[src/rtl/uart_io_if.sv]
// uart_io_if: IO bus bundle (address, read/write strobes, write data in; combinational read data out)
interface uart_io_if;
  logic [31:0] io_address;
  logic        io_read_en;
  logic        io_write_en;
  logic [31:0] io_write_data;
  logic [31:0] io_read_data;
  modport master(output io_address, io_read_en, io_write_en, io_write_data, input io_read_data);
  modport slave(input io_address, io_read_en, io_write_en, io_write_data, output io_read_data);
endinterface

[src/rtl/uart_io.sv]
// uart_io: 8N1 UART on the IO bus (bus: status/rx data/tx data registers; uart_tx serial out, uart_rx serial in)
module uart_io #(
  parameter logic [31:0] BASE_ADDRESS = 32'h18,
  parameter int BAUD_DIVIDE = 27,
  parameter int FIFO_LENGTH = 8
) (
  input  logic    clk,
  input  logic    reset,
  uart_io_if.slave bus,
  output logic    uart_tx,
  input  logic    uart_rx
);
  localparam int CW = $clog2(BAUD_DIVIDE + 1);
  localparam int AW = $clog2(FIFO_LENGTH);
  typedef enum logic [1:0] {TX_IDLE, TX_START, TX_DATA, TX_STOP} tx_state_t;
  typedef enum logic [1:0] {RX_IDLE, RX_START, RX_DATA, RX_STOP} rx_state_t;
  tx_state_t tx_state, tx_state_n;
  rx_state_t rx_state, rx_state_n;
  logic [CW-1:0] div_cnt;
  logic [3:0] tx_ticks, tx_ticks_n, rx_ticks, rx_ticks_n;
  logic [2:0] tx_bits, tx_bits_n, rx_bits, rx_bits_n;
  logic [7:0] tx_shift, tx_shift_n, rx_shift, rx_shift_n;
  logic tx_pend, tx_pend_n, uart_tx_n, rx_s1, rx_s2;
  logic [7:0] mem [FIFO_LENGTH];
  logic [AW-1:0] wp, rp;
  logic [AW:0] cnt;
  logic tick, tx_end, overrun, frame_err, rd_stat, rd_rx, wr_tx, tx_ready, rx_ready;
  logic push, pop, full, push_ok, frame_bad, unused;
  assign tick = div_cnt == CW'(BAUD_DIVIDE - 1);
  assign tx_end = tick && tx_ticks == 4'd15;
  assign rd_stat = bus.io_read_en && bus.io_address == BASE_ADDRESS;
  assign rd_rx = bus.io_read_en && bus.io_address == BASE_ADDRESS + 32'd4;
  assign wr_tx = bus.io_write_en && bus.io_address == BASE_ADDRESS + 32'd8;
  // an accepted byte waiting for the next tick already counts as busy
  assign tx_ready = tx_state == TX_IDLE && !tx_pend;
  assign rx_ready = cnt != '0;
  assign full = cnt == (AW+1)'(FIFO_LENGTH);
  assign pop = rd_rx && rx_ready;
  assign push_ok = push && (!full || pop);
  assign unused = &{1'b0, bus.io_write_data[31:8]};
  assign bus.io_read_data = bus.io_address == BASE_ADDRESS ? {28'd0, frame_err, overrun, tx_ready, rx_ready} :
                            bus.io_address == BASE_ADDRESS + 32'd4 && rx_ready ? {24'd0, mem[rp]} : 32'd0;
  always_comb begin
    tx_state_n = tx_state;
    tx_ticks_n = tick ? tx_ticks + 4'd1 : tx_ticks;
    tx_bits_n = tx_bits;
    tx_shift_n = wr_tx && tx_ready ? bus.io_write_data[7:0] : tx_shift;
    tx_pend_n = tx_pend || (wr_tx && tx_ready);
    uart_tx_n = uart_tx;
    case (tx_state)
      TX_IDLE: if (tx_pend_n && tick) begin
        tx_state_n = TX_START;
        tx_pend_n = 1'b0;
        tx_ticks_n = '0;
        uart_tx_n = 1'b0;
      end
      TX_START: if (tx_end) begin
        tx_state_n = TX_DATA;
        tx_bits_n = '0;
        uart_tx_n = tx_shift[0];
      end
      TX_DATA: if (tx_end) begin
        tx_state_n = tx_bits == 3'd7 ? TX_STOP : TX_DATA;
        tx_bits_n = tx_bits + 3'd1;
        tx_shift_n = tx_shift >> 1;
        uart_tx_n = tx_bits == 3'd7 ? 1'b1 : tx_shift[1];
      end
      default: if (tx_end) begin
        tx_state_n = TX_IDLE;
        uart_tx_n = 1'b1;
      end
    endcase
  end
  always_comb begin
    rx_state_n = rx_state;
    rx_ticks_n = tick ? rx_ticks + 4'd1 : rx_ticks;
    rx_bits_n = rx_bits;
    rx_shift_n = rx_shift;
    push = 1'b0;
    frame_bad = 1'b0;
    case (rx_state)
      RX_IDLE: if (!rx_s2) begin
        rx_state_n = RX_START;
        rx_ticks_n = '0;
      end
      RX_START: if (tick && rx_ticks == 4'd7) begin
        rx_state_n = rx_s2 ? RX_IDLE : RX_DATA;
        rx_ticks_n = '0;
        rx_bits_n = '0;
      end
      RX_DATA: if (tick && rx_ticks == 4'd15) begin
        rx_state_n = rx_bits == 3'd7 ? RX_STOP : RX_DATA;
        rx_bits_n = rx_bits + 3'd1;
        rx_shift_n = {rx_s2, rx_shift[7:1]};
      end
      default: if (tick && rx_ticks == 4'd15) begin
        rx_state_n = RX_IDLE;
        push = rx_s2;
        frame_bad = !rx_s2;
      end
    endcase
  end
  always_ff @(posedge clk) begin
    if (reset) begin
      div_cnt <= '0;
      tx_state <= TX_IDLE;
      tx_ticks <= '0;
      tx_bits <= '0;
      tx_shift <= '0;
      tx_pend <= 1'b0;
      uart_tx <= 1'b1;
      rx_state <= RX_IDLE;
      rx_ticks <= '0;
      rx_bits <= '0;
      rx_shift <= '0;
      rx_s1 <= 1'b1;
      rx_s2 <= 1'b1;
      wp <= '0;
      rp <= '0;
      cnt <= '0;
      overrun <= 1'b0;
      frame_err <= 1'b0;
    end else begin
      div_cnt <= tick ? '0 : div_cnt + CW'(1);
      tx_state <= tx_state_n;
      tx_ticks <= tx_ticks_n;
      tx_bits <= tx_bits_n;
      tx_shift <= tx_shift_n;
      tx_pend <= tx_pend_n;
      uart_tx <= uart_tx_n;
      rx_state <= rx_state_n;
      rx_ticks <= rx_ticks_n;
      rx_bits <= rx_bits_n;
      rx_shift <= rx_shift_n;
      rx_s1 <= uart_rx;
      rx_s2 <= rx_s1;
      wp <= push_ok ? wp + AW'(1) : wp;
      rp <= pop ? rp + AW'(1) : rp;
      cnt <= cnt + (AW+1)'(push_ok) - (AW+1)'(pop);
      // a new event in the same cycle as a status read must survive the clear
      overrun <= (push && !push_ok) || (overrun && !rd_stat);
      frame_err <= frame_bad || (frame_err && !rd_stat);
    end
  end
  always_ff @(posedge clk) begin
    if (push_ok) mem[wp] <= rx_shift;
  end
endmodule

[src/flat_wrapper.sv]
// flat-port wrapper written by rule: the top's interface ports become plain ports
module uart_io_flat 
#(
  parameter logic [31:0] BASE_ADDRESS = 32'h18,
  parameter int BAUD_DIVIDE = 27,
  parameter int FIFO_LENGTH = 8
)
  (clk, reset, uart_tx, uart_rx, bus_io_address, bus_io_read_en, bus_io_write_en, bus_io_write_data, bus_io_read_data);
  uart_io_if bus_i ();
  input  logic clk;
  input  logic reset;
  output logic uart_tx;
  input  logic uart_rx;
  input wire logic [$bits(bus_i.io_address)-1:0] bus_io_address;
  input wire logic [$bits(bus_i.io_read_en)-1:0] bus_io_read_en;
  input wire logic [$bits(bus_i.io_write_en)-1:0] bus_io_write_en;
  input wire logic [$bits(bus_i.io_write_data)-1:0] bus_io_write_data;
  output wire logic [$bits(bus_i.io_read_data)-1:0] bus_io_read_data;
  assign bus_i.io_address = bus_io_address;
  assign bus_i.io_read_en = bus_io_read_en;
  assign bus_i.io_write_en = bus_io_write_en;
  assign bus_i.io_write_data = bus_io_write_data;
  assign bus_io_read_data = bus_i.io_read_data;
  uart_io #(.BASE_ADDRESS(BASE_ADDRESS), .BAUD_DIVIDE(BAUD_DIVIDE), .FIFO_LENGTH(FIFO_LENGTH)) u_core (.clk(clk), .reset(reset), .bus(bus_i), .uart_tx(uart_tx), .uart_rx(uart_rx));
endmodule
[config.mk]
export PLATFORM = sky130hd
export DESIGN_NAME = uart_io_flat
export DESIGN_NICKNAME = d
export VERILOG_FILES = /design/src/rtl/uart_io_if.sv /design/src/rtl/uart_io.sv /design/src/flat_wrapper.sv
export SDC_FILE = /design/constraint.sdc
export NUM_CORES = 1
export LEC_CHECK = 0
export CAP_MARGIN = 0
export CORE_UTILIZATION = 30
export DETAILED_ROUTE_END_ITERATION = 10
export GPL_TIMING_DRIVEN = 0
export PLACE_DENSITY = 0.52
export SYNTH_ARGS = -nofsm -noshare
export SYNTH_HDL_FRONTEND = slang
export SYNTH_SLANG_ARGS = --single-unit
[constraint.sdc]
create_clock -name clk -period 3.9 [get_ports clk]
set_clock_uncertainty 0.05 [all_clocks]
set_input_delay 0.78 -clock clk [delete_from_list [all_inputs] [get_ports clk]]
set_output_delay 0.78 -clock clk [all_outputs]
set_load 0.05 [all_outputs]
==> results of run 1 <==
## state kept, by name, indices dropped and copies added, names as in the netlist, 2 cells and up, named ones only
name	count
u_core.tx_shift	8
u_core.rp	3
u_core.cnt	4
u_core.tx_bits	3
u_core.div_cnt	5
u_core.rx_state	2
u_core.wp	3
u_core.tx_ticks	4
u_core.rx_ticks	4
u_core.rx_bits	3
u_core.mem	64
u_core.rx_shift	8
u_core.tx_state	2
## worst max-delay path, cell delays in order
cell and delay (ns):
clkdlybuf4s50_1 0.44, nor4_4 0.34, nand4_4 0.21, or3_1 0.40, buf_2 0.21, o21ai_1 0.16
clkdlybuf4s15_2 0.38
## synth_stat cells, drive strengths merged (2+ instances only)
| cell | count | area [sq um] |
|---|---|---|
| nor3b | 3 | 22.5 |
| mux2 | 2 | 22.5 |
| xor2 | 5 | 43.8 |
| mux4 | 16 | 360 |
| buf | 33 | 226 |
| or3b | 2 | 17.5 |
| edfxtp | 64 | 1920 |
| o31ai | 2 | 20.0 |
| o21ai | 11 | 58.8 |
| ha | 25 | 313 |
| dfxtp | 58 | 1160 |
| nand4 | 6 | 52.6 |
| nor4 | 12 | 175 |
| nor2 | 36 | 135 |
| and3 | 2 | 12.5 |
| nand2 | 43 | 161 |
| mux2i | 19 | 190 |
| nor2b | 2 | 12.5 |
| nor4b | 6 | 65.1 |
| nor3 | 15 | 75.1 |
| nand3b | 3 | 22.5 |
| inv | 17 | 63.8 |
| xnor2 | 6 | 52.6 |
| o22ai | 2 | 12.5 |
| a211oi | 9 | 72.6 |
| or2 | 2 | 12.5 |
| nand4b | 4 | 50.1 |
| a21o | 3 | 22.5 |
| or3 | 2 | 12.5 |
| nand2b | 8 | 50.1 |
| o211a | 3 | 30.0 |
| nand3 | 8 | 40.0 |
| clkbuf | 11 | 41.3 |
| a311oi | 2 | 17.5 |
| a21oi | 21 | 105 |
## how the worst min path moves through the flow
| stage | start | to | slack, ns |
|---|---|---|---|
| after floorplan | u_core.rx_s1 | u_core.rx_s2 | 0.34 |
| after global placement | u_core.rx_s1 | u_core.rx_s2 | 0.35 |
| after detailed placement | u_core.rx_s1 | u_core.rx_s2 | 0.34 |
| after CTS | u_core.rx_s1 | u_core.rx_s2 | 0.36 |
| after global routing | u_core.rx_s1 | u_core.rx_s2 | 0.37 |
| final | u_core.rx_s1 | u_core.rx_s2 | 0.36 |
## cell families (layout without fill, tap and decap cells)
| group | count (synthesis) | count (layout) | synth area share |
|---|---|---|---|
| buffers and inverters | 61 | 149 | 0.0575 |
| and+or+nand+nor | 156 | 156 | 0.162 |
| DFF | 122 | 122 | 0.535 |
| adders and majority gates | 26 | 26 | 0.0578 |
| other | 1 | 24 | 0.000651 |
| muxes | 37 | 37 | 0.0994 |
| xor gates and xnor gates | 11 | 11 | 0.0167 |
| AOI/OAI and AO/OA | 61 | 61 | 0.0710 |
## what timing repair did
action	CTS	global route
hold endpoints to repair	0	0
resized for setup	26	1
setup endpoints to repair	8	8
pin swaps	0	0
gates cloned	0	0
## power by group
part / switching (uW) / internal, uW
clock network: 563 / 1000
registers: 4.32 / 1340
logic: 91.4 / 70.0
## metal layers
| layer | up-vias | GRT usage |
|---|---|---|
| met5 | - | 0 |
| met4 | 0 | 0.0566 |
| met3 | 11 | 0.0336 |
| met1 | 1882 | 0.152 |
| met2 | 86 | 0.239 |
| li1 | 1903 | - |
## metrics by stage
step / std cells / utilization / hold slack [ns]
after global routing: 820 / 0.391 / 0.369
after detailed placement: 788 / 0.358 / 0.342
final: 820 / 0.391 / 0.356
after floorplan: 498 / - / 0.339
after global placement: 784 / 0.355 / 0.347
after CTS: 820 / 0.391 / 0.356
## cell type report
type	instances	area [sq um]
inverters	17	63.8
fillers	1796	11400
plain buffers	44	268
flip-flops and latches	122	3080
well taps	234	293
clock inverters	14	169
repair buffers	56	554
clock buffers	18	429
multi-input cells	315	2480
==> impl_metrics.py, run 1 <==
metrics = {
    "outcome": {
        "status": "completed",
    },
    "routing": {
        "vias": 3882,
        "m1WireLength_um": 5200,
        "avgViaCountPerCell": 4.73,
        "ant_nets": 0,
        "drtPass1Iterations": 4,
        "routed-wl-met3_um": 459,
        "wl_per_cell_um": 14.9,
        "drt_iter0_drc": 155,
        "top_layer_used": "met4",
        "remaining_drc_errors": 0,
        "routed-wl-met2_um": 6390,
        "totalWireLength_um": 12200,
    },
    "cts": {
        "cts_buffers": 17,
        "h-tree-depth": 4,
        "hold_buffers": 0,
        "cts_buffer_depth": 2,
        "cts.clk_slew.worst_paths_ns": 0.06,
        "cts-root-buf": "clkbuf_16",
        "cts_tree": "done",
        "worstSkewPairLatency_ns": 0.41,
        "cts_setup_buffers": 0,
        "cts_sinks": 122,
    },
    "floorplan": {
        "die_h_um": 141,
        "num_rows": 50,
        "core_sq_mm": 0.0188,
        "dieArea_sq_mm": 0.0198,
        "initial_core_util": 0.307,
        "die_w_um": 141,
        "io_pins": 102,
    },
    "timing": {
        "tightestPinTransition_ns": 1.23,
        "period_share": 0.963,
        "relSlewSlack": 0.178,
        "drv_slew": 0,
        "worst_slack_ns": 0.144,
        "hold_violations": 0,
        "period_minus_slack_ns": 3.76,
        "setup_violations": 0,
        "setup_tns_ns": 0,
        "clock.fmax_mhz": 266,
    },
    "global_routing": {
        "first_global_vias": 4018,
        "gr-total-overflow": 0,
        "grt_pass1_wl_um": 20100,
        "grt_usage": 0.134,
        "grt_max_degree": 17,
        "grt_antenna_before_repair": 0,
    },
    "critical_path": {
        "start_kind": "primary input",
        "setup.worst_path.start": "bus_io_address[1]",
        "required_ns": 3.07,
        "crit_fanout": 10,
        "criticalPathCategory": "primary input to primary output",
        "crit_arrival_ns": 2.93,
        "reg2reg_to": "u_core.mem[4][3]",
        "r2r_setup_slack_ns": 0.47,
        "cp-end-kind": "primary output",
        "endpoint": "bus_io_read_data[3]",
        "reg2reg_depth": 6,
        "r2r_start": "u_core.div_cnt[0]",
    },
    "pwr": {
        "power.total_uw": 3080,
        "powerDensity_mw_per_mm2": 419,
        "p_leak_uw": 0.00263,
        "ir_drop_mv": 0.298,
    },
    "placed_design": {
        "pre_cts_ws_ns": -0.463,
        "hpwlAfterDp_um": 8890,
        "routabilityCongestion": 0.766,
        "dpl_cell_area_sq_mm": 0.00673,
        "portBuffers": 52,
    },
    "yosys": {
        "synth_edf_count": 64,
        "ys_ff_latch": 122,
        "synthCells": 475,
        "ys_async_sr_fraction": 0,
        "yosysWarnings": 0,
        "ys.flop_type": "edfxtp_1",
        "syn_area_sq_mm": 0.00576,
        "syn_avg_cell_area_sq_um": 12.1,
        "ys_seq_area_frac": 0.535,
        "yosys.cell_types.count": 60,
    },
    "final_layout": {
        "diodes": 0,
        "final_area_sq_mm": 0.00734,
        "nets": 668,
        "layout_common_cells": "edfxtp_1 (64), dfxtp_1 (58), clkdlybuf4s50_1 (44)",
        "final_common_cell": "edfxtp_1",
        "area.growth.synth_to_final_pct": 27.3,
        "drive_gt1_frac": 0.193,
    },
    "min_path": {
        "hp-class": "flip-flop to flip-flop",
        "hold_depth": 1,
    },
    "run": {
        "cap_violations": 0,
    },
}
No activity file was read; power rests on OpenSTA's default activity.
==> inputs of run 2 (changes only) <==
--- a/config.mk
+++ b/config.mk
@@ -6,6 +6,7 @@
 export NUM_CORES = 1
 export LEC_CHECK = 0
 export CAP_MARGIN = 0
+export CORE_ASPECT_RATIO = 0.75
 export CORE_UTILIZATION = 30
 export DETAILED_ROUTE_END_ITERATION = 10
 export GPL_TIMING_DRIVEN = 0
==> impl_metrics.py, run 2 (synthesized netlist as in run 1, its figures left out) <==
metrics = {
    "cts": {
        "cts-root-buf": "clkbuf_16",
        "cts_buffer_depth": 2,
        "cts.clk_slew.worst_paths_ns": 0.05,
        "h-tree-depth": 4,
        "cts_buffers": 17,
        "cts_tree": "done",
        "cts_setup_buffers": 0,
        "cts_sinks": 122,
        "worstSkewPairLatency_ns": 0.41,
    },
    "final_layout": {
        "final_common_cell": "edfxtp_1",
        "diodes": 0,
        "multi_input_area_sq_mm": 0.00247,
        "regArea_sq_mm": 0.00308,
        "stdcell_count": 833,
        "final_area_sq_mm": 0.00738,
        "reg.largest.list": "u_core.mem x64, u_core.rx_shift x8, u_core.tx_shift x8",
        "area.growth.synth_to_final_pct": 28.1,
        "nets": 669,
        "largest_reg_flops": 64,
        "regMostFlops": "u_core.mem",
        "drive_gt1_frac": 0.191,
        "fillers": 1735,
        "layout_common_cells": "edfxtp_1 (64), dfxtp_1 (58), clkdlybuf4s50_1 (44)",
        "utilization": 0.395,
    },
    "critical_path": {
        "endpoint": "bus_io_read_data[1]",
        "criticalPathCategory": "primary input to primary output",
        "reg2reg_depth": 6,
        "crit_chain": "clkdlybuf4s50_1 > nor4_4 > nand4_4 > or3_1 > buf_2 > o22ai_1 > clkdlybuf4s15_2",
        "r2r_start": "u_core.div_cnt[0]",
        "crit_arrival_ns": 2.96,
        "setup.worst_path.start": "bus_io_address[13]",
        "cp-end-kind": "primary output",
        "required_ns": 3.07,
        "start_kind": "primary input",
        "r2r_setup_slack_ns": 0.49,
        "reg2reg_to": "u_core.mem[4][2]",
        "crit_fanout": 10,
        "slowest_delay_ns": 0.45,
        "cp_slowest_cell": "clkdlybuf4s50_1",
    },
    "pwr": {
        "powerDensity_mw_per_mm2": 432,
        "ir_drop_mv": 0.284,
        "p_leak_uw": 0.00266,
    },
    "timing": {
        "clock.fmax_mhz": 264,
        "rsz0062_at_grt": "false",
        "tightestPinTransition_ns": 1.14,
        "worst_slack_ns": 0.112,
        "period_minus_slack_ns": 3.79,
        "hold_violations": 0,
        "period_share": 0.971,
        "drv_slew": 0,
        "setup_tns_ns": 0,
        "setup_violations": 0,
        "relSlewSlack": 0.238,
    },
    "placed_design": {
        "hpwlAfterDp_um": 8990,
        "dp_cells": 802,
        "routabilityCongestion": 0.783,
        "pre_cts_ws_ns": -0.429,
        "dpl_cell_area_sq_mm": 0.00674,
        "portBuffers": 52,
    },
    "routing": {
        "drtPass1Iterations": 5,
        "vias": 3811,
        "avgViaCountPerCell": 4.58,
        "drt_iter0_drc": 216,
        "wl_per_cell_um": 14.8,
        "totalWireLength_um": 12300,
        "ant_nets": 0,
        "remaining_drc_errors": 0,
    },
    "floorplan": {
        "die_w_um": 162,
        "io_pins": 102,
        "num_rows": 43,
        "die_h_um": 122,
        "dieArea_sq_mm": 0.0198,
        "core_sq_mm": 0.0187,
        "initial_core_util": 0.309,
    },
    "outcome": {
        "status": "completed",
    },
    "min_path": {
        "min_from": "u_core.rx_s1",
        "hp-class": "flip-flop to flip-flop",
    },
    "run": {
        "cap_violations": 0,
    },
    "global_routing": {
        "gr-total-overflow": 0,
        "grt_antenna_before_repair": 0,
        "grt_usage": 0.133,
        "grt_max_degree": 17,
        "first_global_vias": 3741,
        "grt_pass1_wl_um": 19600,
    },
}
## run 2: metal layers
metal | track usage | vias up | routed length, um
met4 | 0.0460 | 0 | 123
met2 | 0.201 | 85 | 5300
met5 | 0 | - | 0
met1 | 0.178 | 1808 | 6160
li1 | - | 1907 | -
met3 | 0.0449 | 11 | 704
## run 2: where the power goes
group | switching [uW] | internal [uW]
clock network | 555 | 1120
logic | 91.2 | 69.8
registers | 4.44 | 1340
## run 2: through the flow
stage                     hold slack [ns]  total power (uW)
after global placement              0.346              1530
final                               0.356              3190
after CTS                           0.357              3220
after detailed placement            0.344              1530
after floorplan                     0.339              1470
after global routing                0.382              3290
## run 2: final cells by class
| cell class | count | area share |
|---|---|---|
| clock inverter | 13 | 0.0273 |
| inverter | 17 | 0.00865 |
| timing repair buffer | 57 | 0.0751 |
| clock buffer | 18 | 0.0582 |
| buffer | 44 | 0.0363 |
| tap | 247 | 0.0419 |
| sequential | 122 | 0.418 |
| multi-input combinational | 315 | 0.335 |
## run 2: what timing repair did
| item | 4_1_cts | 5_1_grt |
|---|---|---|
| pin swaps | 1 | 0 |
| hold buffers | 0 | 0 |
| endpoints found under the setup margin | 8 | 5 |
| gates resized for setup | 25 | 5 |
## run 2: worst min path at each step
stage / end / slack, ns / cells past startpoint
after floorplan: u_core.rx_s2 / 0.34 / 1
after global placement: u_core.rx_s2 / 0.35 / 1
after detailed placement: u_core.rx_s2 / 0.34 / 1
after CTS: u_core.rx_s2 / 0.36 / 1
after global routing: u_core.rx_s2 / 0.38 / 1
final: u_core.rx_s2 / 0.36 / 1
## run 2: critical path: cells and delay by family
kind | cells | cell delay (ns)
simple gates | 3 | 0.97
compound gates | 1 | 0.14
buf+inv | 3 | 1.05
==> inputs of run 3 (changes only) <==
--- a/config.mk
+++ b/config.mk
@@ -11,6 +11,7 @@
 export DETAILED_ROUTE_END_ITERATION = 10
 export GPL_TIMING_DRIVEN = 0
 export PLACE_DENSITY = 0.52
+export SETUP_SLACK_MARGIN = 0.4
 export SYNTH_ARGS = -nofsm -noshare
 export SYNTH_HDL_FRONTEND = slang
 export SYNTH_SLANG_ARGS = --single-unit
==> impl_metrics.py, run 3 (synthesized netlist as in run 1, its figures left out) <==
metrics = {
    "outcome": {
        "status": "completed",
    },
    "floorplan": {
        "io_pins": 102,
        "num_rows": 43,
        "core_sq_mm": 0.0187,
        "die_h_um": 122,
        "die_w_um": 162,
        "initial_core_util": 0.309,
        "dieArea_sq_mm": 0.0198,
    },
    "critical_path": {
        "slowest_delay_ns": 0.45,
        "cp_slowest_cell": "clkdlybuf4s50_1",
        "criticalPathCategory": "primary input to primary output",
        "crit_fanout": 4,
        "cp-end-kind": "primary output",
        "path_common_cell": "buf_4",
        "start_kind": "primary input",
        "r2r_setup_slack_ns": 0.59,
        "crit_arrival_ns": 2.68,
        "required_ns": 3.07,
        "crit_chain": "clkdlybuf4s50_1 > nor4_4 > buf_4 > nand4b_1 > or3_4 > o22ai_1 > buf_4",
    },
    "run": {
        "cap_violations": 0,
    },
    "pwr": {
        "p_leak_uw": 0.00279,
        "ir_drop_mv": 0.283,
        "powerDensity_mw_per_mm2": 420,
        "power.total_uw": 3180,
    },
    "final_layout": {
        "drive_gt1_frac": 0.220,
        "diodes": 0,
        "reg.largest.list": "u_core.mem x64, u_core.rx_shift x8, u_core.tx_shift x8",
        "largest_reg_flops": 64,
        "regMostFlops": "u_core.mem",
        "layout_common_cells": "edfxtp_1 (64), dfxtp_1 (58), nand2_1 (43), buf_4 (43), clkdlybuf4s50_1 (37)",
        "final_common_cell": "edfxtp_1",
        "area.growth.synth_to_final_pct": 31.5,
        "nets": 679,
        "utilization": 0.406,
    },
    "timing": {
        "period_share": 0.900,
        "setup_violations": 0,
        "rsz0062_at_grt": "true",
        "period_minus_slack_ns": 3.51,
        "tightestPinTransition_ns": 0.841,
        "drv_slew": 0,
        "clock.fmax_mhz": 285,
        "hold_violations": 0,
        "relSlewSlack": 0.435,
        "whs_ns": 0.356,
    },
    "min_path": {
        "hp-class": "flip-flop to flip-flop",
    },
    "placed_design": {
        "routabilityCongestion": 0.783,
        "portBuffers": 52,
        "hpwlAfterDp_um": 8990,
    },
    "routing": {
        "remaining_drc_errors": 0,
        "vias": 3877,
        "totalWireLength_um": 12600,
        "drtPass1Iterations": 5,
        "avgViaCountPerCell": 4.60,
        "drt_iter0_drc": 217,
        "wl_per_cell_um": 14.9,
        "ant_nets": 0,
    },
    "cts": {
        "cts_buffer_depth": 2,
        "cts_tree": "done",
        "cts-root-buf": "clkbuf_16",
        "cts_buffers": 17,
        "h-tree-depth": 4,
        "cts_sinks": 122,
        "cts.clk_slew.worst_paths_ns": 0.05,
        "worstSkewPairLatency_ns": 0.41,
        "hold_buffers": 0,
    },
    "global_routing": {
        "grt_usage": 0.135,
        "grt_antenna_before_repair": 0,
        "grt_pass1_wl_um": 20000,
        "gr-total-overflow": 0,
        "first_global_vias": 3810,
        "grt_max_degree": 17,
    },
}
run 3: what timing repair did:
| item | CTS | global route |
|---|---|---|
| gates resized for setup | 65 | 16 |
| setup buffers | 6 | 4 |
| setup endpoints to repair | 32 | 11 |
| pin swaps | 8 | 5 |
run 3: path summary, 6_finish.rpt:
| kind | startpoint | endpoint | cells after the start |
|---|---|---|---|
| max | bus_io_address[31] | bus_io_read_data[1] | 7 |
| max reg2reg | u_core.div_cnt[0] | u_core.mem[3][2] | 7 |
| min | u_core.rx_s1 | u_core.rx_s2 | 1 |
| min reg2reg | u_core.rx_s1 | u_core.rx_s2 | 1 |
run 3: per-layer routing:
metal  wire length (um)  GRT usage
met5                  0          0
met1               6340      0.181
met2               5570      0.203
met3                582     0.0443
met4                100     0.0478
run 3: worst max-delay path, delay by kind of cell:
family	cells	cell delay [ns]
buffers and inverters	3	0.84
AOI/OAI and AO/OA	1	0.19
and+or+nand+nor	3	0.87
run 3: per-stage QoR:
stage               instance area, sq um  TNS (ns)  setup slack (ns)  std cells
floorplan                           5850         0             0.425        498
global placement                    6680    -27.88            -0.715        797
detailed placement                  6740     -6.80            -0.429        802
CTS                                 7470         0             0.353        839
global route                        7580         0             0.344        843
finish                              7580         0             0.390        843
run 3: cell type report:
| class | count | area (sq um) |
|---|---|---|
| plain buffers | 44 | 279 |
| fillers | 1727 | 11100 |
| well taps | 247 | 309 |
| flip-flops and latches | 122 | 3080 |
| inverters | 17 | 63.8 |
| clock buffers | 18 | 429 |
| clock inverters | 13 | 201 |
| multi-input cells | 315 | 2580 |
| repair buffers | 67 | 634 |
run 3: power breakdown:
| group | switching, uW | internal [uW] |
|---|---|---|
| logic | 94.5 | 69.3 |
| clock network | 550 | 1120 |
| registers | 4.47 | 1340 |
| total | 649 | 2540 |
==> variant (config.mk and constraints of run 3) <==
Encoding of `tx_state_t`: now one-hot (4 bits for 4 states).
--- a/src/rtl/uart_io.sv
+++ b/src/rtl/uart_io.sv
@@ -12,7 +12,7 @@
 );
   localparam int CW = $clog2(BAUD_DIVIDE + 1);
   localparam int AW = $clog2(FIFO_LENGTH);
-  typedef enum logic [1:0] {TX_IDLE, TX_START, TX_DATA, TX_STOP} tx_state_t;
+  typedef enum logic [3:0] {TX_IDLE = 4'b0001, TX_START = 4'b0010, TX_DATA = 4'b0100, TX_STOP = 4'b1000} tx_state_t;
   typedef enum logic [1:0] {RX_IDLE, RX_START, RX_DATA, RX_STOP} rx_state_t;
   tx_state_t tx_state, tx_state_n;
   rx_state_t rx_state, rx_state_n;
Behaviour: no difference found for any inputs over 10 cycles, from zero or initial values and one cycle with reset high; not proved beyond that.
==> variant against run 3 <==
  * Routed wire length grew 5.9%
  * Cell area grew 0.48%
  * Worst setup slack gained 0.019 ns
  * Area after synthesis shrank 0.74%
  * Sequential cell count grew 2
  * Core utilization grew 0.43 points
  * Cell count grew 1.1%
  * Total power shrank 0.77%
==> variant: results (changes against run 3) <==
- Share of post-route cells with drive strength above 1: 22.0% (about the same)
- Post-DP HPWL: 9190 µm (+2.3%)
- Fin nets: 683 (+0.59%)
- Peak supply drop: 0.210 mV (-26%)
- GPL Wtd Cong: 0.827 (+5.7%)
- Initial DRC Count: 232 (+6.9%)
- Routed WL: 13300 µm (+5.9%)
- Setup Slack @ Placement: -0.745 ns (-0.316 ns)
- Status: finished clean
- Register area share after synthesis: 54.6% (+1.1 points)
- PortBufs: 52 (unchanged)
- WP data arrival: 2.66 ns (-0.02 ns)
- Delay of the slowest critical-path stage: between 0.4 and 0.5 ns
- Via density: 4.78 (+3.9%)
- Relative slew slack: 47.8% (+4.3 points)
- Max clock buf depth: 2 (unchanged)
- Initial antenna violation count: 0 (unchanged)
- Largest net degree at the start of global routing: 17 (unchanged)
- Yosys cell types: 60 (unchanged)
- First-pass GRT wire length: 20800 µm (+4.3%)
- Area after DPL: 6680 µm² (-0.93%)
- Hold crit path type: flip-flop to flip-flop
- Top post-synthesis cells by area: edfxtp_1, dfxtp_1, mux4_2
- GRT Total Usage: 14.3% (+0.77 points)
- Static leakage: 0.00282 µW (+1.0%)
- Pre-antenna DRT Iters: 4 (-1)
- Vias in the first global route: 3903 (+2.4%)
- Critical-path top delay cell: clkdlybuf4s50_1
- Worst-path fanout max: 3 (-1)
- Synth cell count leaders: edfxtp_1, dfxtp_1, nor2_1
[variant: cell count changes in the layout (fill, tap and decap cells not counted), moves of 4 or more]
cell	before	now
and4_1	0	4
nor2_1	35	55
nor3_1	13	9
or3_1	0	4
ha_1	25	21
a22oi_1	1	5
nand2b_1	8	3
clkbuf_4	0	4
clkdlybuf4s50_1	37	43
a21oi_1	21	13
nor3_4	0	4
mux2i_1	19	29
nor4_1	1	7
nand2_1	43	25
[variant: stage by stage]
stage	hold WS, ns	cells	total power, µW	setup TNS, ns
6_report	0.357	852	3160	0
5_1_grt	0.378	852	3260	0
4_1_cts	0.359	849	3190	0
3_5_place_dp	0.346	803	1560	-36.75
3_3_place_gp	0.345	803	1560	-40.46
2_1_floorplan	0.339	504	1500	0
[variant: metal layers]
layer | part of all wire (%) | GRT usage, %
met3 | 6.0 | 3.88
met2 | 44 | 21.9
met4 | 1.5 | 5.37
met5 | 0 | 0
met1 | 48 | 19.3
[variant: worst paths after layout]
path                            from             endpoint  slack (ns)  depth (start not counted)
setup / recovery  bus_io_address[24]  bus_io_read_data[1]        0.41                          7
hold / removal          u_core.rx_s1         u_core.rx_s2        0.36                          1
setup reg to reg       u_core.cnt[2]        u_core.cnt[2]        1.00                         12
hold reg to reg         u_core.rx_s1         u_core.rx_s2        0.36                          1
[variant: cell type report]
type | count | area (µm²)
clock inverter | 11 | 141
inverter | 21 | 78.8
buffer | 43 | 269
tap | 247 | 309
sequential | 124 | 3120
fill | 1708 | 10900
multi-input combinational | 316 | 2560
timing repair buffer | 69 | 656
clock buffer | 21 | 470
[variant: power breakdown]
part	internal [µW]	total, µW	switching (µW)
registers	1370	1380	11.5
clock network	1050	1610	563
logic	72.7	171	98.0
total	2490	3160	673
[variant: cells by family after synthesis]
logic type | Yosys count | share of synthesized area [%]
flops | 124 | 54.6
fa+ha+maj | 22 | 4.94
compound gates | 57 | 6.87
buf+inv | 64 | 5.97
mux | 46 | 11.6
xor+xnor | 8 | 1.22
other cells | 1 | 0.0656
simple gates | 159 | 14.8
[variant: worst max-delay path: cells and delay by family]
| family | cells | cell delay, ns |
|---|---|---|
| and+or+nand+nor | 3 | 0.89 |
| buffers and inverters | 3 | 0.76 |
| AOI/OAI and AO/OA | 1 | 0.24 |
[variant: timing repair]
item                                    in CTS  in global routing
pin swaps                                    6                  4
endpoints found under the setup margin      75                 35
resized for setup                           74                 19
buffers inserted                            14                  3
